$ cat config.mk
export PLATFORM = sky130hd
export DESIGN_NAME = if_fetch_unit
export DESIGN_NICKNAME = d
export VERILOG_FILES = /design/src/rtl/if_pkg.sv /design/src/rtl/if_id_reg.sv /design/src/rtl/if_fetch_unit.sv
export SDC_FILE = /design/constraint.sdc
export NUM_CORES = 1
export LEC_CHECK = 0
export BUFFER_PORTS_ARGS = -buffer_cell sky130_fd_sc_hd__buf_2
export CORE_UTILIZATION = 40
export DETAILED_ROUTE_END_ITERATION = 6
export PLACE_DENSITY = 0.75
export SYNTH_ARGS = -nofsm -noshare
export SYNTH_HDL_FRONTEND = slang
export SYNTH_HIERARCHICAL = 1
export SYNTH_SLANG_ARGS = --single-unit
$ cat constraint.sdc
create_clock -name clk -period 6.4 [get_ports clk]
set_input_delay 0.64 -clock clk [delete_from_list [all_inputs] [get_ports clk]]
set_output_delay 0.64 -clock clk [all_outputs]
set_load 0.005 [all_outputs]
$ cat src/rtl/if_pkg.sv
// if_pkg: shared types and constants for the instruction fetch stage
package if_pkg;
    localparam int XLEN = 32;
    localparam logic [XLEN-1:0] IF_NOP_INSTR = 32'h0000_0013;
    localparam logic [XLEN-1:0] IF_RESET_PC = 32'h0000_0000;
    typedef enum logic [1:0] {BOOT, RUN, HALT} state_t;
endpackage

$ cat src/rtl/if_id_reg.sv
// if_id_reg: IF/ID pipeline register with load, bubble and hold
module if_id_reg
    import if_pkg::*;
#(
    parameter logic [XLEN-1:0] NOP_INSTR = IF_NOP_INSTR
) (
    input  logic            clk,
    input  logic            reset,
    input  logic            load,
    input  logic            bubble,
    input  logic [XLEN-1:0] pc,
    input  logic [XLEN-1:0] instr,
    output logic            ifid_valid,
    output logic [XLEN-1:0] ifid_pc,
    output logic [XLEN-1:0] ifid_pc_plus4,
    output logic [XLEN-1:0] ifid_instr
);
    always_ff @(posedge clk) begin
        if (reset) begin
            ifid_valid <= 1'b0;
            ifid_pc <= '0;
            ifid_pc_plus4 <= '0;
            ifid_instr <= NOP_INSTR;
        end else if (bubble) begin
            ifid_valid <= 1'b0;
            ifid_instr <= NOP_INSTR;
        end else if (load) begin
            ifid_valid <= 1'b1;
            ifid_pc <= pc;
            ifid_pc_plus4 <= pc + 32'd4;
            ifid_instr <= instr;
        end
    end
endmodule

$ cat src/rtl/if_fetch_unit.sv
// if_fetch_unit: PC register, fetch FSM, misaligned-redirect trap and IF/ID register
module if_fetch_unit
    import if_pkg::*;
#(
    parameter logic [XLEN-1:0] RESET_PC = IF_RESET_PC,
    parameter logic [XLEN-1:0] NOP_INSTR = IF_NOP_INSTR
) (
    input  logic            clk,
    input  logic            reset,
    input  logic            stall,
    input  logic            redirect_valid,
    input  logic [XLEN-1:0] redirect_target,
    output logic [XLEN-1:0] imem_addr,
    input  logic [XLEN-1:0] imem_rdata,
    output logic            ifid_valid,
    output logic [XLEN-1:0] ifid_pc,
    output logic [XLEN-1:0] ifid_pc_plus4,
    output logic [XLEN-1:0] ifid_instr,
    output logic            fetch_fault,
    output logic [XLEN-1:0] fault_pc
);
    state_t state, state_next;
    logic [XLEN-1:0] pc, pc_next;
    logic run, misaligned, load, bubble, fault_set;
    assign imem_addr = pc;
    assign misaligned = |redirect_target[1:0];
    always_ff @(posedge clk) begin
        state <= reset ? BOOT : state_next;
    end
    always_comb begin
        state_next = (state == BOOT) ? RUN :
                     (state == RUN && redirect_valid && misaligned) ? HALT : state;
    end
    always_comb begin
        run = (state == RUN);
        bubble = !run || redirect_valid;
        load = run && !redirect_valid && !stall;
        fault_set = run && redirect_valid && misaligned;
        pc_next = (run && redirect_valid && !misaligned) ? redirect_target :
                  load ? pc + 32'd4 : pc;
    end
    always_ff @(posedge clk) begin
        if (reset) begin
            pc <= RESET_PC;
            fetch_fault <= 1'b0;
            fault_pc <= '0;
        end else begin
            pc <= pc_next;
            if (fault_set) begin
                fetch_fault <= 1'b1;
                fault_pc <= redirect_target;
            end
        end
    end
    if_id_reg #(.NOP_INSTR(NOP_INSTR)) u_if_id (
        .clk           (clk),
        .reset         (reset),
        .load          (load),
        .bubble        (bubble),
        .pc            (pc),
        .instr         (imem_rdata),
        .ifid_valid    (ifid_valid),
        .ifid_pc       (ifid_pc),
        .ifid_pc_plus4 (ifid_pc_plus4),
        .ifid_instr    (ifid_instr)
    );
endmodule

# Word level (Yosys, flattened, before mapping)
# Cells that the tools add are included.
dict set report word_totals {
  reg_bits 164
  inputBits 68
  out_inout_bits 162
  wordCells 33
}
dict set report op_classes {
  n_addsub 1
  n_eq_ne 1
  muxes 4
  bitwise 1
  n_reduce_logical 17
}
# cell n
set ops {}
lappend ops {{32-bit 2-to-1 mux} 2}
lappend ops {{32-bit by 3-bit adder with 32-bit output, second input constant} 1}
lappend ops {{2-bit OR reduction} 3}
lappend ops {{1-bit logical AND} 5}
lappend ops {{1-bit zero test} 4}
lappend ops {{2-bit nonzero test} 2}
lappend ops {{2-bit by 1-bit equality test with 1-bit output, second input constant} 1}
lappend ops {{2-bit zero test} 1}
lappend ops {{1-bit 2-to-1 mux} 2}
lappend ops {{2-bit AND reduction} 1}
lappend ops {{1-bit logical OR} 1}
lappend ops {{1-bit inverter} 1}

# Depth between registers and ports, before layout
dict set report logic_depth {
  ltp_word 5
  ltp_mapped 11
  mapped_depth_nobuf 6
}

# Hierarchy
# The synthesis kept the hierarchy.
# module n_inst cells_each area_each_um2 seq_area_each_um2
set modules_own_cells {}
lappend modules_own_cells {if_id_reg 1 456 3915.0 1901.8}
lappend modules_own_cells {if_fetch_unit 1 389 3021.6 1341.3}

# Worst setup path before layout
# OpenSTA, ideal clock, no wires.
dict set report synth_timing {
  path_type {input to register}
  start {input port redirect_valid}
  end {register u_if_id.ifid_pc_plus4[14]}
  setup_ps 86
  arrival_time_ps 3086
  required_ps 6314
  slack_ps 3229
  stages 11
  path_buffers 6
  cell_sequence {or4b_1 > buf_2 > inv_1 > buf_1 > clkbuf_1 > nor2b_1 > clkbuf_1 > clkbuf_1 > buf_1 > nor2_1 > a211oi_1}
}
dict set report synth_via {
  elab_chain_len 4
  elab_cells_between_ends 6
  cone_classes {bitwise: 1; reduce/logical: 5}
}
# item line
set synth_rtl {}
lappend synth_rtl {{from (decl)} if_fetch_unit.sv:11} ;# input logic redirect_valid,
lappend synth_rtl {{1-bit zero test} if_fetch_unit.sv:37} ;# load = run && !redirect_valid && !stall;
lappend synth_rtl {{1-bit logical AND (2 in a row)} if_fetch_unit.sv:37}
lappend synth_rtl {{via load} if_fetch_unit.sv:24} ;# logic run, misaligned, load, bubble, fault_set;
lappend synth_rtl {{2-bit AND reduction (no line)} -}
lappend synth_rtl {{to (signal assigned)} if_id_reg.sv:30} ;# ifid_pc_plus4 <= pc + 32'd4;
lappend synth_rtl {{to (decl)} if_id_reg.sv:15} ;# output logic [XLEN-1:0] ifid_pc_plus4,
# The timed path passes the listed nets, and every way through them passes these cells.
# A chain may end at the register's enable or synchronous reset.

# Worst setup path after layout
dict set report layout_timing {
  start {register pc[6] (netlist: imem_addr[6])}
  end {register u_if_id.ifid_pc_plus4[23]}
}
dict set report layout_via {
  elab_chain_len 1
}
# item line
set layout_rtl {}
lappend layout_rtl {{from (decl)} if_fetch_unit.sv:23} ;# logic [XLEN-1:0] pc, pc_next;
lappend layout_rtl {{from (signal assigned)} if_fetch_unit.sv:48} ;# pc <= pc_next;
lappend layout_rtl {{32-bit by 3-bit adder with 32-bit output} if_id_reg.sv:30}
# No other way between the ends.

==> report_table.html <==
<table>
<tr><th>Metric</th><th>Value</th></tr>
<tr><th colspan="2">Setup path</th></tr>
<tr><td>Path depth of the worst reg2reg path</td><td>4</td></tr>
<tr><td>Critical path fanouts, max</td><td>20</td></tr>
<tr><td>Critical path start-end classification</td><td>register to register</td></tr>
<tr><td>Critical path required time</td><td>6.72 ns</td></tr>
<tr><td>Worst reg-to-reg setup slack</td><td>between 3 and 4 ns</td></tr>
<tr><td>Worst setup startpoint</td><td>imem_addr[6]$_SDFFE_PP0P_</td></tr>
<tr><td>Critical Path Start Type</td><td>register</td></tr>
<tr><td>Critical register-to-register path startpoint</td><td>imem_addr[6]$_SDFFE_PP0P_</td></tr>
<tr><td>Crit end category</td><td>register</td></tr>
<tr><td>CP arrival</td><td>approximately 3.2 ns</td></tr>
<tr><td>Reg2Reg Capture Point</td><td>u_if_id/ifid_pc_plus4[23]$_SDFFE_PP0P_</td></tr>
<tr><th colspan="2">Route</th></tr>
<tr><td>Detailed-route wire length</td><td>21200 um</td></tr>
<tr><td>Number of vias per cell after detailed routing</td><td>around 5.4</td></tr>
<tr><td>Routed WL per cell</td><td>about 17 um</td></tr>
<tr><td>Drt first-iter violations</td><td>between 700 and 800</td></tr>
<tr><td>DRT antenna net count</td><td>0</td></tr>
<tr><td>DRC violation count after routing</td><td>0</td></tr>
<tr><td>First-pass iteration count of the detailed router</td><td>5</td></tr>
<tr><td>Total via count after detailed routing</td><td>roughly 6.9k</td></tr>
<tr><th colspan="2">Placement</th></tr>
<tr><td>Half-perimeter wire length after detailed placement</td><td>approximately 15000 um</td></tr>
<tr><td>Global placement routability congestion</td><td>between 0.8 and 0.9</td></tr>
<tr><td>Place WS</td><td>around 3.2 ns</td></tr>
<tr><td>Count of placed standard cells including taps</td><td>~1.2k</td></tr>
<tr><td>Port Buffers</td><td>between 200 and 250</td></tr>
<tr><th colspan="2">Yosys</th></tr>
<tr><td>Syn nets</td><td>just over 900</td></tr>
<tr><td>Number of register bits inferred by synthesis</td><td>162</td></tr>
<tr><td>Dominant combinational cell family by area after synthesis</td><td>simple AND/OR/NAND/NOR gates</td></tr>
<tr><td>Number of distinct library cells after synthesis</td><td>a little over 50</td></tr>
<tr><td>Synthesized area per cell</td><td>between 8 and 9 um^2</td></tr>
<tr><td>Cell area after technology mapping</td><td>a little under 0.007 mm^2</td></tr>
<tr><td>Simple-Gate Fraction of Synth Area</td><td>a little over a quarter</td></tr>
<tr><td>Area share of the largest cell type after synthesis</td><td>approximately 47%</td></tr>
<tr><td>Syn. warnings</td><td>6</td></tr>
<tr><td>Share of synthesized registers carrying an async set or reset</td><td>0%</td></tr>
<tr><td>Mapped Cells</td><td>between 800 and 900</td></tr>
<tr><td>Most common flop cell mapped by yosys</td><td>sky130_fd_sc_hd__dfxtp_1</td></tr>
<tr><td>Multiplexer share of the synthesized area</td><td>roughly 4.8%</td></tr>
<tr><td>Share of the yosys chip area belonging to registers</td><td>46.8%</td></tr>
<tr><td>Leading cell types by total area after synthesis</td><td>sky130_fd_sc_hd__dfxtp_1, sky130_fd_sc_hd__nand2_1, sky130_fd_sc_hd__a21oi_1</td></tr>
<tr><td>Adder and majority cell fraction of the synthesized area</td><td>less than 1%</td></tr>
<tr><td>Xor-xnor portion of the synthesized cell area</td><td>under 10%</td></tr>
<tr><td>Number of synthesized flops with an enable pin</td><td>0</td></tr>
<tr><td>Area fraction in compound gates after synthesis</td><td>roughly 16%</td></tr>
<tr><td>Cell taking the most area after synthesis</td><td>sky130_fd_sc_hd__dfxtp_1</td></tr>
<tr><th colspan="2">Global route</th></tr>
<tr><td>Pin count of the biggest net entering global routing</td><td>103</td></tr>
<tr><td>Aggregate global-route resource usage</td><td>23.4%</td></tr>
<tr><td>GR Overflow Total</td><td>0</td></tr>
<tr><td>Global-route wire length before repair</td><td>around 33000 um</td></tr>
<tr><td>Antenna violations before repair</td><td>0</td></tr>
<tr><td>Number of global-route vias before repair</td><td>roughly 6.2k</td></tr>
<tr><th colspan="2">STA</th></tr>
<tr><td>Peak Freq</td><td>0.343 GHz</td></tr>
<tr><td>Worst hold slack after final layout</td><td>around 0.44 ns</td></tr>
<tr><td>Number of setup violations in the final report</td><td>0</td></tr>
<tr><td>TNS Setup</td><td>0 ns</td></tr>
<tr><td>Worst-margin pin slew</td><td>approximately 1.1 ns</td></tr>
<tr><td>Post-layout minimum cycle time</td><td>between 2 and 3 ns</td></tr>
<tr><td>Final critical-path share of the clock period</td><td>~46%</td></tr>
<tr><td>Worst Slack Setup Final</td><td>3.49 ns</td></tr>
<tr><td>Unrepaired setup endpoints after global routing</td><td>false</td></tr>
<tr><td>Worst clock skew</td><td>0.00624 ns</td></tr>
<tr><td>Final number of hold-violating endpoints</td><td>0</td></tr>
<tr><td>Worst slew margin</td><td>28.5%</td></tr>
<tr><td>Number of slew-limit violations in the final report</td><td>0</td></tr>
<tr><th colspan="2">Cells and area</th></tr>
<tr><td>Final Non-Filler Cells</td><td>about 1.3k</td></tr>
<tr><td>Layout-stage area growth over the synthesis result</td><td>27.0%</td></tr>
<tr><td>Most common library cell in the layout ignoring fill and taps</td><td>sky130_fd_sc_hd__buf_2</td></tr>
<tr><td>NumNets Final</td><td>1108</td></tr>
<tr><td>Highest-count cells in the layout ignoring fill and taps</td><td>sky130_fd_sc_hd__buf_2, sky130_fd_sc_hd__nand2_1, sky130_fd_sc_hd__dfxtp_1, sky130_fd_sc_hd__a21oi_1, sky130_fd_sc_hd__nor2_1</td></tr>
<tr><td>Diode count</td><td>0</td></tr>
<tr><td>Share of post-route cells with drive strength above 1</td><td>about a quarter</td></tr>
<tr><th colspan="2">Clock tree</th></tr>
<tr><td>Number of hold-repair buffers added at the cts stage</td><td>0</td></tr>
<tr><td>Clock tree buffer depth</td><td>2</td></tr>
<tr><td>TritonCTS clock tree</td><td>done</td></tr>
<tr><td>Total number of H-tree levels</td><td>4</td></tr>
<tr><td>Buffer type at the clock tree root</td><td>sky130_fd_sc_hd__clkbuf_16</td></tr>
<tr><td>Number of buffers added by the clock tree synthesis step</td><td>17</td></tr>
<tr><td>Num Clock Sinks</td><td>between 150 and 200</td></tr>
<tr><td>Post-CTS setup buffer count</td><td>0</td></tr>
<tr><td>Clock network latency to the later pin of the worst-skew pair</td><td>about 0.42 ns</td></tr>
<tr><td>Clock slew at reported path FFs</td><td>0.06 ns</td></tr>
<tr><td>Post-CTS sizing</td><td>0</td></tr>
<tr><th colspan="2">Status</th></tr>
<tr><td>Outcome</td><td>finished clean</td></tr>
<tr><th colspan="2">Power and ir drop</th></tr>
<tr><td>Cell area power density</td><td>between 200 and 300 mW/mm^2</td></tr>
<tr><td>Worst voltage drop across the vdd grid</td><td>between 150 and 200 uV</td></tr>
<tr><td>Leak Pwr</td><td>between 3 and 4 nW</td></tr>
<tr><th colspan="2">Floorplanning</th></tr>
<tr><td>Area enclosed by the die boundary</td><td>about 0.018 mm^2</td></tr>
<tr><td>Num ports</td><td>230</td></tr>
<tr><td>Core box area</td><td>between 0.015 and 0.02 mm^2</td></tr>
<tr><td>Starting density of the core</td><td>around 41%</td></tr>
<tr><td>Die Ht</td><td>between 100 and 150 um</td></tr>
<tr><td>Row cnt</td><td>47</td></tr>
<tr><td>Die X</td><td>approximately 130 um</td></tr>
<tr><th colspan="2">Min path</th></tr>
<tr><td>Critical hold path startpoint</td><td>imem_rdata[1]</td></tr>
<tr><td>Worst min-delay path category</td><td>primary input to register</td></tr>
<tr><td>Cell depth of the worst hold path</td><td>3</td></tr>
<tr><td>Hold worst-path end</td><td>u_if_id/ifid_instr[1]$_SDFFE_PP1P_</td></tr>
<tr><th colspan="2">Job</th></tr>
<tr><td>Maximum Capacitance Violations</td><td>0</td></tr>
</table>
[synth_stat cells (2+ instances only)]
master,number
sky130_fd_sc_hd__a211oi_1,12
sky130_fd_sc_hd__a21oi_1,88
sky130_fd_sc_hd__a22oi_1,8
sky130_fd_sc_hd__a2bb2oi_1,2
sky130_fd_sc_hd__a311oi_1,15
sky130_fd_sc_hd__a31oi_1,12
sky130_fd_sc_hd__and3_1,14
sky130_fd_sc_hd__and4_1,7
sky130_fd_sc_hd__buf_1,5
sky130_fd_sc_hd__buf_4,2
sky130_fd_sc_hd__clkbuf_1,54
sky130_fd_sc_hd__dfxtp_1,162
sky130_fd_sc_hd__ha_1,2
sky130_fd_sc_hd__inv_1,5
sky130_fd_sc_hd__mux2i_1,33
sky130_fd_sc_hd__nand2_1,166
sky130_fd_sc_hd__nand2b_1,2
sky130_fd_sc_hd__nand3_1,25
sky130_fd_sc_hd__nand3b_1,2
sky130_fd_sc_hd__nand4_1,17
sky130_fd_sc_hd__nor2_1,82
sky130_fd_sc_hd__nor2b_1,3
sky130_fd_sc_hd__nor3_1,14
sky130_fd_sc_hd__nor3b_1,3
sky130_fd_sc_hd__nor4_1,14
sky130_fd_sc_hd__o211ai_1,4
sky130_fd_sc_hd__o21ai_0,12
sky130_fd_sc_hd__o221ai_1,2
sky130_fd_sc_hd__o22ai_1,7
sky130_fd_sc_hd__o31ai_1,9
sky130_fd_sc_hd__or3_1,13
sky130_fd_sc_hd__or4_1,12
sky130_fd_sc_hd__or4_4,2
sky130_fd_sc_hd__xnor2_1,10
sky130_fd_sc_hd__xor2_1,9
[routing by layer]
layer | GRT usage [%] | wire length, um | vias up
li1 | - | - | 3404
met1 | 32.9 | 9570 | 3191
met2 | 35.6 | 9820 | 300
met3 | 4.76 | 1510 | 26
met4 | 7.70 | 301 | 0
met5 | 0 | 0 | -
[worst max path at each step]
stage                                                  end  slack [ns]  cells after the start
finish              u_if_id/ifid_pc_plus4[23]$_SDFFE_PP0P_        3.49                      4
global route        u_if_id/ifid_pc_plus4[23]$_SDFFE_PP0P_        3.25                      4
CTS                 u_if_id/ifid_pc_plus4[23]$_SDFFE_PP0P_        3.52                      4
detailed placement  u_if_id/ifid_pc_plus4[12]$_SDFFE_PP0P_        3.16                      8
global placement     u_if_id/ifid_pc_plus4[2]$_SDFFE_PP0P_        3.21                      9
floorplan           u_if_id/ifid_pc_plus4[14]$_SDFFE_PP0P_        3.23                     11
[where the power goes]
part,total [mW],internal [mW],switching (mW)
logic,0.138,0.0562,0.0814
registers,1.05,1.03,0.0245
clock network,1.06,0.647,0.408
[sequential cells by signal, indices dropped and copies added (netlist names)]
name	flops
fetch_fault	1
imem_addr	32
state	2
u_if_id/ifid_pc	32
u_if_id/ifid_pc_plus4	30
u_if_id/ifid_valid	1
u_if_id/ifid_instr	32
fault_pc	32
[area by class of cell]
| class | instances | area [um^2] |
|---|---|---|
| clock buffers | 25 | 526 |
| clock inverters | 7 | 95.1 |
| fillers | 1632 | 7950 |
| inverters | 5 | 18.8 |
| multi-input cells | 615 | 3440 |
| flip-flops and latches | 162 | 3240 |
| well taps | 220 | 275 |
| repair buffers | 237 | 1210 |
[kinds of logic after synthesis]
family / Yosys count
simple gates: 385
xor+xnor: 19
flops: 162
fa+ha+maj: 2
mux: 33
compound gates: 176
buf+inv: 68
[critical path: stages (launching register included)]
cell and delay [ns]:
sky130_fd_sc_hd__dfxtp_1 0.67, sky130_fd_sc_hd__nand4_1 0.54, sky130_fd_sc_hd__or4_4 0.77, sky130_fd_sc_hd__or4_1 0.54
sky130_fd_sc_hd__a311oi_1 0.28
[stage by stage]
| stage | total power, mW | utilization [%] | instance area [um^2] |
|---|---|---|---|
| after CTS | 2.26 | 52.5 | 8810 |
| after global routing | 2.32 | 52.5 | 8810 |
| final | 2.25 | 52.5 | 8810 |
| after detailed placement | 1.21 | 48.8 | 8190 |
| after global placement | 1.21 | 48.8 | 8190 |
| after floorplan | 1.14 | - | 6940 |
No activity file was read; power rests on OpenSTA's default activity.
